`src/rtl/pipe_stage_buf.sv`:
```
// Pipeline stage register with a two-entry skid buffer, flush/halt override and
// saturating stall/bubble counters. in_ready depends only on registered state.
module psb_sat_cnt #(
  parameter int CNT_W = 16
) (
  input  logic             clk,
  input  logic             rst_n,
  input  logic             clr_i,
  input  logic             inc_i,
  output logic [CNT_W-1:0] cnt_o
);
  logic [CNT_W-1:0] cnt_q, cnt_d;

  always_comb begin
    cnt_d = cnt_q;
    if (clr_i)                     cnt_d = '0;
    else if (inc_i && cnt_q != '1) cnt_d = cnt_q + 1'b1;
  end

  always_ff @(posedge clk or negedge rst_n) begin
    if (!rst_n) cnt_q <= '0;
    else        cnt_q <= cnt_d;
  end

  assign cnt_o = cnt_q;
endmodule

module pipe_stage_buf #(
  parameter int                 WIDTH        = 32,
  parameter logic [WIDTH-1:0]   HALT_PAYLOAD = '0,
  parameter int                 CNT_W        = 16
) (
  input  logic             clk,
  input  logic             rst_n,
  input  logic             in_valid,
  output logic             in_ready,
  input  logic [WIDTH-1:0] in_data,
  output logic             out_valid,
  input  logic             out_ready,
  output logic [WIDTH-1:0] out_data,
  input  logic             flush,
  input  logic             halt_inject,
  input  logic             cnt_clr,
  output logic [CNT_W-1:0] stall_cnt,
  output logic [CNT_W-1:0] bubble_cnt
);
  localparam int NUM_CNT = 2;

  typedef enum logic [1:0] {EMPTY = 2'd0, ONE = 2'd1, TWO = 2'd2} occ_e;

  occ_e             state_q, state_d;
  logic [WIDTH-1:0] head_q, head_d;
  logic [WIDTH-1:0] skid_q, skid_d;
  logic             in_fire, out_fire;

  assign in_fire  = in_valid & in_ready;
  assign out_fire = out_valid & out_ready;

  always_ff @(posedge clk or negedge rst_n) begin
    if (!rst_n) begin
      state_q <= EMPTY;
      head_q  <= '0;
      skid_q  <= '0;
    end else begin
      state_q <= state_d;
      head_q  <= head_d;
      skid_q  <= skid_d;
    end
  end

  // Halt overrides flush; both discard any beat handshaking this cycle.
  always_comb begin
    state_d = state_q;
    head_d  = head_q;
    skid_d  = skid_q;
    if (halt_inject) begin
      state_d = ONE;
      head_d  = HALT_PAYLOAD;
      skid_d  = '0;
    end else if (flush) begin
      state_d = EMPTY;
      head_d  = '0;
      skid_d  = '0;
    end else begin
      unique case (state_q)
        EMPTY: begin
          if (in_fire) begin
            state_d = ONE;
            head_d  = in_data;
          end
        end
        ONE: begin
          if (in_fire && out_fire) begin
            head_d = in_data;
          end else if (out_fire) begin
            state_d = EMPTY;
            head_d  = '0;
          end else if (in_fire) begin
            state_d = TWO;
            skid_d  = in_data;
          end
        end
        TWO: begin
          if (out_fire) begin
            state_d = ONE;
            head_d  = skid_q;
            skid_d  = '0;
          end
        end
        default: begin
          state_d = EMPTY;
          head_d  = '0;
          skid_d  = '0;
        end
      endcase
    end
  end

  always_comb begin
    in_ready  = (state_q != TWO);
    out_valid = (state_q != EMPTY);
    out_data  = out_valid ? head_q : '0;
  end

  // Counters sample the pre-edge handshake levels regardless of flush/halt.
  logic [NUM_CNT-1:0]            cnt_inc;
  logic [NUM_CNT-1:0][CNT_W-1:0] cnt_val;

  assign cnt_inc[0] = out_valid & ~out_ready;
  assign cnt_inc[1] = ~out_valid & out_ready;

  for (genvar g = 0; g < NUM_CNT; g++) begin : g_cnt
    psb_sat_cnt #(.CNT_W(CNT_W)) u_cnt (
      .clk   (clk),
      .rst_n (rst_n),
      .clr_i (cnt_clr),
      .inc_i (cnt_inc[g]),
      .cnt_o (cnt_val[g])
    );
  end

  assign stall_cnt  = cnt_val[0];
  assign bubble_cnt = cnt_val[1];
endmodule

```
`config.mk`:
```
export PLATFORM = sky130hd
export DESIGN_NAME = pipe_stage_buf
export DESIGN_NICKNAME = d
export VERILOG_FILES = /design/src/rtl/pipe_stage_buf.sv
export SDC_FILE = /design/constraint.sdc
export NUM_CORES = 1
export LEC_CHECK = 0
export BUFFER_PORTS_ARGS = -buffer_cell sky130_fd_sc_hd__buf_2
export CORE_MARGIN = 2
export CORE_UTILIZATION = 55
export CTS_BUF_LIST = sky130_fd_sc_hd__clkbuf_4
export CTS_CLUSTER_SIZE = 12
export DETAILED_ROUTE_END_ITERATION = 8
export PLACE_DENSITY = 0.8
export SYNTH_ARGS = -nofsm -noshare
export SYNTH_HDL_FRONTEND = slang
export SYNTH_HIERARCHICAL = 1
export SYNTH_SLANG_ARGS = --single-unit
```
`constraint.sdc`:
```
create_clock -name clk -period 5.6 [get_ports clk]
set_clock_uncertainty 0.1 [all_clocks]
set_input_delay 0.28 -clock clk [delete_from_list [all_inputs] [get_ports clk]]
set_output_delay 0.28 -clock clk [all_outputs]
set_load 0.05 [all_outputs]
```
==> metrics.log <==
INFO  metric route.detailed.wl_per_inst = 16.90 µm
INFO  metric postLayoutSetupSlackWorst = 2.805 ns
INFO  metric initial_util = 56.44%
INFO  metric tightestPinTransition = 1.073 ns
INFO  metric worst_slew_margin_rel = 28.18%
INFO  metric placeableCoreArea = 9196 µm²
INFO  metric vias_per_cell = 5.999
INFO  metric synthCells = 505
INFO  metric timing.max_cap.violations = 0
INFO  metric cts.clk_slew.worst_paths = 0.16 ns
INFO  metric place_ws = 3.054 ns
INFO  metric finish.utilization = 67.16%
INFO  metric die_w = 101.1 µm
INFO  metric post_route_cells_drive_above_1_share = 24.25%
INFO  metric p_total = 1.322 mW
INFO  metric cts.sink_count = 98
INFO  metric clk_latency = 0.44 ns
INFO  metric globalRoute.totalOverflow = 0
INFO  metric power.static_leakage = 3.017 nW
INFO  metric power.switching_fraction = 28.85%
INFO  metric crit_buf_inv = 2
INFO  metric cp_data_required_time = 5.88 ns
INFO  metric synth_edf_count = 0
INFO  metric final.setup.tns = 0 ns
INFO  metric synthesis.nets = 546
INFO  metric crit_path_start_kind = register
INFO  metric final_cells = 742
INFO  metric regToRegSetupSlack = 2.80 ns
INFO  metric vias = 4,451
INFO  metric post_synth_main_area_contributors = sky130_fd_sc_hd__dfrtp_1, sky130_fd_sc_hd__mux2i_1, sky130_fd_sc_hd__o2bb2ai_1, sky130_fd_sc_hd__a22oi_1, sky130_fd_sc_hd__nor2b_1
INFO  metric fin_crit_sh = 49.92%
INFO  metric vdd_ir_drop_max = 0.0001250 V
INFO  metric worstHoldPathType = primary input to asynchronous set/reset pin
INFO  metric synthDominantAreaCellType = sky130_fd_sc_hd__dfrtp_1
INFO  metric rsz0062_at_grt = false
INFO  metric synth-seq-area-share = 47.25%
INFO  metric ant_nets = 0
INFO  metric crit_arrival = 3.08 ns
INFO  metric dr.pass1.iters = 5
INFO  metric post_cts_resize_count = 0
INFO  metric synth.top_cell.area_share = 47.25%
INFO  metric power.density = 214.0 nW/µm²
INFO  metric post_cts_buffers = 0
INFO  metric grt_start_max_net_pins = 61
INFO  metric ys_async_sr_fraction = 100.0%
INFO  metric holdWs = 0.2052 ns
INFO  metric syn_area = 5190 µm²
INFO  metric grt_pass1_vias = 4,415
INFO  metric critPathMaxStageDelay = 0.82 ns
INFO  metric clock.fmax = 357.7 MHz
INFO  metric power.share.clock = 28.9%
INFO  metric crit_fanout = 35
INFO  metric tritoncts.num_buffers = 9
INFO  metric critical-path-slowest-cell = sky130_fd_sc_hd__nor2b_4
INFO  metric chipHeight = 101.1 µm
INFO  metric cts.path.max_buffers = 2
INFO  metric detail_route.drc_violations = 0
INFO  metric cts.htree.levels = 3
INFO  metric synth_top_cells_by_count = sky130_fd_sc_hd__dfrtp_1, sky130_fd_sc_hd__nand2_1, sky130_fd_sc_hd__inv_1, sky130_fd_sc_hd__nor2b_1
INFO  metric clock_tree.root_cell = sky130_fd_sc_hd__clkbuf_4
INFO  metric final-max-slew-violation-count = 0
INFO  metric min_period = 2.795 ns
INFO  metric final_design_area_no_fill = 6176 µm²
INFO  metric synth_seq_cells = 98
INFO  metric grt_pass1_wl = 20,850 µm
INFO  metric placed_area = 5675 µm²
INFO  metric die_area = 10,230 µm²
INFO  metric power_switching = 0.3813 mW
INFO  metric grt_antenna_before_repair = 0
INFO  metric area.growth.synth_to_final = 19.00%
INFO  metric drt-initial-drc-count = 242
INFO  metric number_of_fillers_in_the_final_layout = 721
INFO  metric power_frac_comb = 15.0%
INFO  metric global_route.usage.total = 25.22%
INFO  metric tritoncts = built
INFO  metric post-synth-top-count-cell = sky130_fd_sc_hd__dfrtp_1
INFO  metric crit_family = simple AND/OR/NAND/NOR gates
INFO  metric port_buffers = 104
INFO  metric worstPathCellList = nor2b_4 > inv_1 > a2111oi_0 > dlygate4sd3_1
INFO  metric io_pins = 105
INFO  metric p_seq_share = 56.1%
INFO  metric post-dp-hpwl = 7891 µm
INFO  metric unique_masters_post_synth = 47
INFO  metric routed_wl = 12,540 µm
INFO  metric setup.worst_path.end_class = register
INFO  metric ys.flop_type = sky130_fd_sc_hd__dfrtp_1
INFO  metric placed_cells = 690
INFO  metric rows = 35
INFO  metric cellInternalPower = 0.9404 mW
INFO  metric run_status = complete, no violations
INFO  metric finalSetupViolCount = 0
INFO  metric final_report_hold_violation_count = 0
INFO  metric synth-warning-count = 6
INFO  metric finish.net_count = 667
INFO  metric synth_area_per_cell = 10.28 µm²
INFO  metric diodes = 0
INFO  metric gpl.final_weighted_congestion = 0.8727
INFO  metric kind_of_critical_path = register to register
worst paths after layout:
check | start | to | depth (start not counted)
setup / recovery | state_q[1] | state_q[1] | 4
hold / removal | rst_n | g_cnt[0].u_cnt/cnt_o[8] | 2
setup reg to reg | state_q[1] | state_q[1] | 4
hold reg to reg | head_q[27] | head_q[27] | 1
max in group asynchronous | rst_n | head_q[14] | 3
min in group clk | out_ready | state_q[0] | 3
cells by family after synthesis:
| family | synth area share (%) |
|---|---|
| compound gates | 17.09 |
| xor+xnor | 0.1688 |
| fa+ha+maj | 0.4821 |
| buf+inv | 7.112 |
| flops | 47.25 |
| mux | 7.908 |
| simple gates | 19.99 |
power by group through the flow:
stage	Sequential [mW]	Combinational [mW]	Clock (mW)
finish	0.741	0.199	0.382
global route	0.744	0.217	0.423
CTS	0.741	0.199	0.393
detailed placement	0.754	0.180	0
global placement	0.753	0.175	0
floorplan	0.755	0.118	0
layout by cell type, fill, tap and decap left out, types with 4 or more instances in the layout:
cell                            count
sky130_fd_sc_hd__o2bb2ai_1         32
sky130_fd_sc_hd__a21oi_1           22
sky130_fd_sc_hd__nor2_1            11
sky130_fd_sc_hd__nand3_1            6
sky130_fd_sc_hd__nor4_1             8
sky130_fd_sc_hd__o21ai_1            6
sky130_fd_sc_hd__a22oi_1           32
sky130_fd_sc_hd__nor2b_1           36
sky130_fd_sc_hd__mux2i_1           32
sky130_fd_sc_hd__and4_2             4
sky130_fd_sc_hd__mux2_1             8
sky130_fd_sc_hd__dfrtp_1           98
sky130_fd_sc_hd__nand2_1           46
sky130_fd_sc_hd__buf_2            103
sky130_fd_sc_hd__or3_1              4
sky130_fd_sc_hd__or4_2              4
sky130_fd_sc_hd__buf_4              6
sky130_fd_sc_hd__and2b_1            5
sky130_fd_sc_hd__inv_1             40
sky130_fd_sc_hd__nand4_1           12
sky130_fd_sc_hd__o31ai_1           14
sky130_fd_sc_hd__or4_1             10
sky130_fd_sc_hd__dlygate4sd3_1     36
sky130_fd_sc_hd__clkbuf_4          10
sky130_fd_sc_hd__and3_1             4
registers in the layout, indices dropped and copies added, names as in the netlist:
signal	flops
head_q	32
g_cnt.u_cnt/cnt_o	32
skid_q	32
state_q	2
per-layer routing:
| metal | vias to the layer above | GRT usage, % | wire (µm) |
|---|---|---|---|
| li1 | 2068 | - | - |
| met1 | 2222 | 32.73 | 5377 |
| met2 | 141 | 42.84 | 6359 |
| met3 | 20 | 4.969 | 618 |
| met4 | 0 | 7.900 | 181 |
| met5 | - | 0 | 0 |
cell type report:
cell class / instances / area [µm²] / area share [%]
flip-flops and latches: 98 / 2452 / 39.71
well taps: 111 / 138.9 / 2.249
multi-input cells: 332 / 2374 / 38.43
inverters: 40 / 150.1 / 2.431
clock inverters: 6 / 65.06 / 1.053
clock buffers: 10 / 75.07 / 1.216
repair buffers: 145 / 920.9 / 14.91
what timing repair did:
action / 4_1_cts / 5_1_grt
endpoints found under the setup margin: 0 / 0
hold buffers: 36 / 0
hold endpoints to repair: 72 / 0
Note: power is estimated with default switching activity, not from simulation.
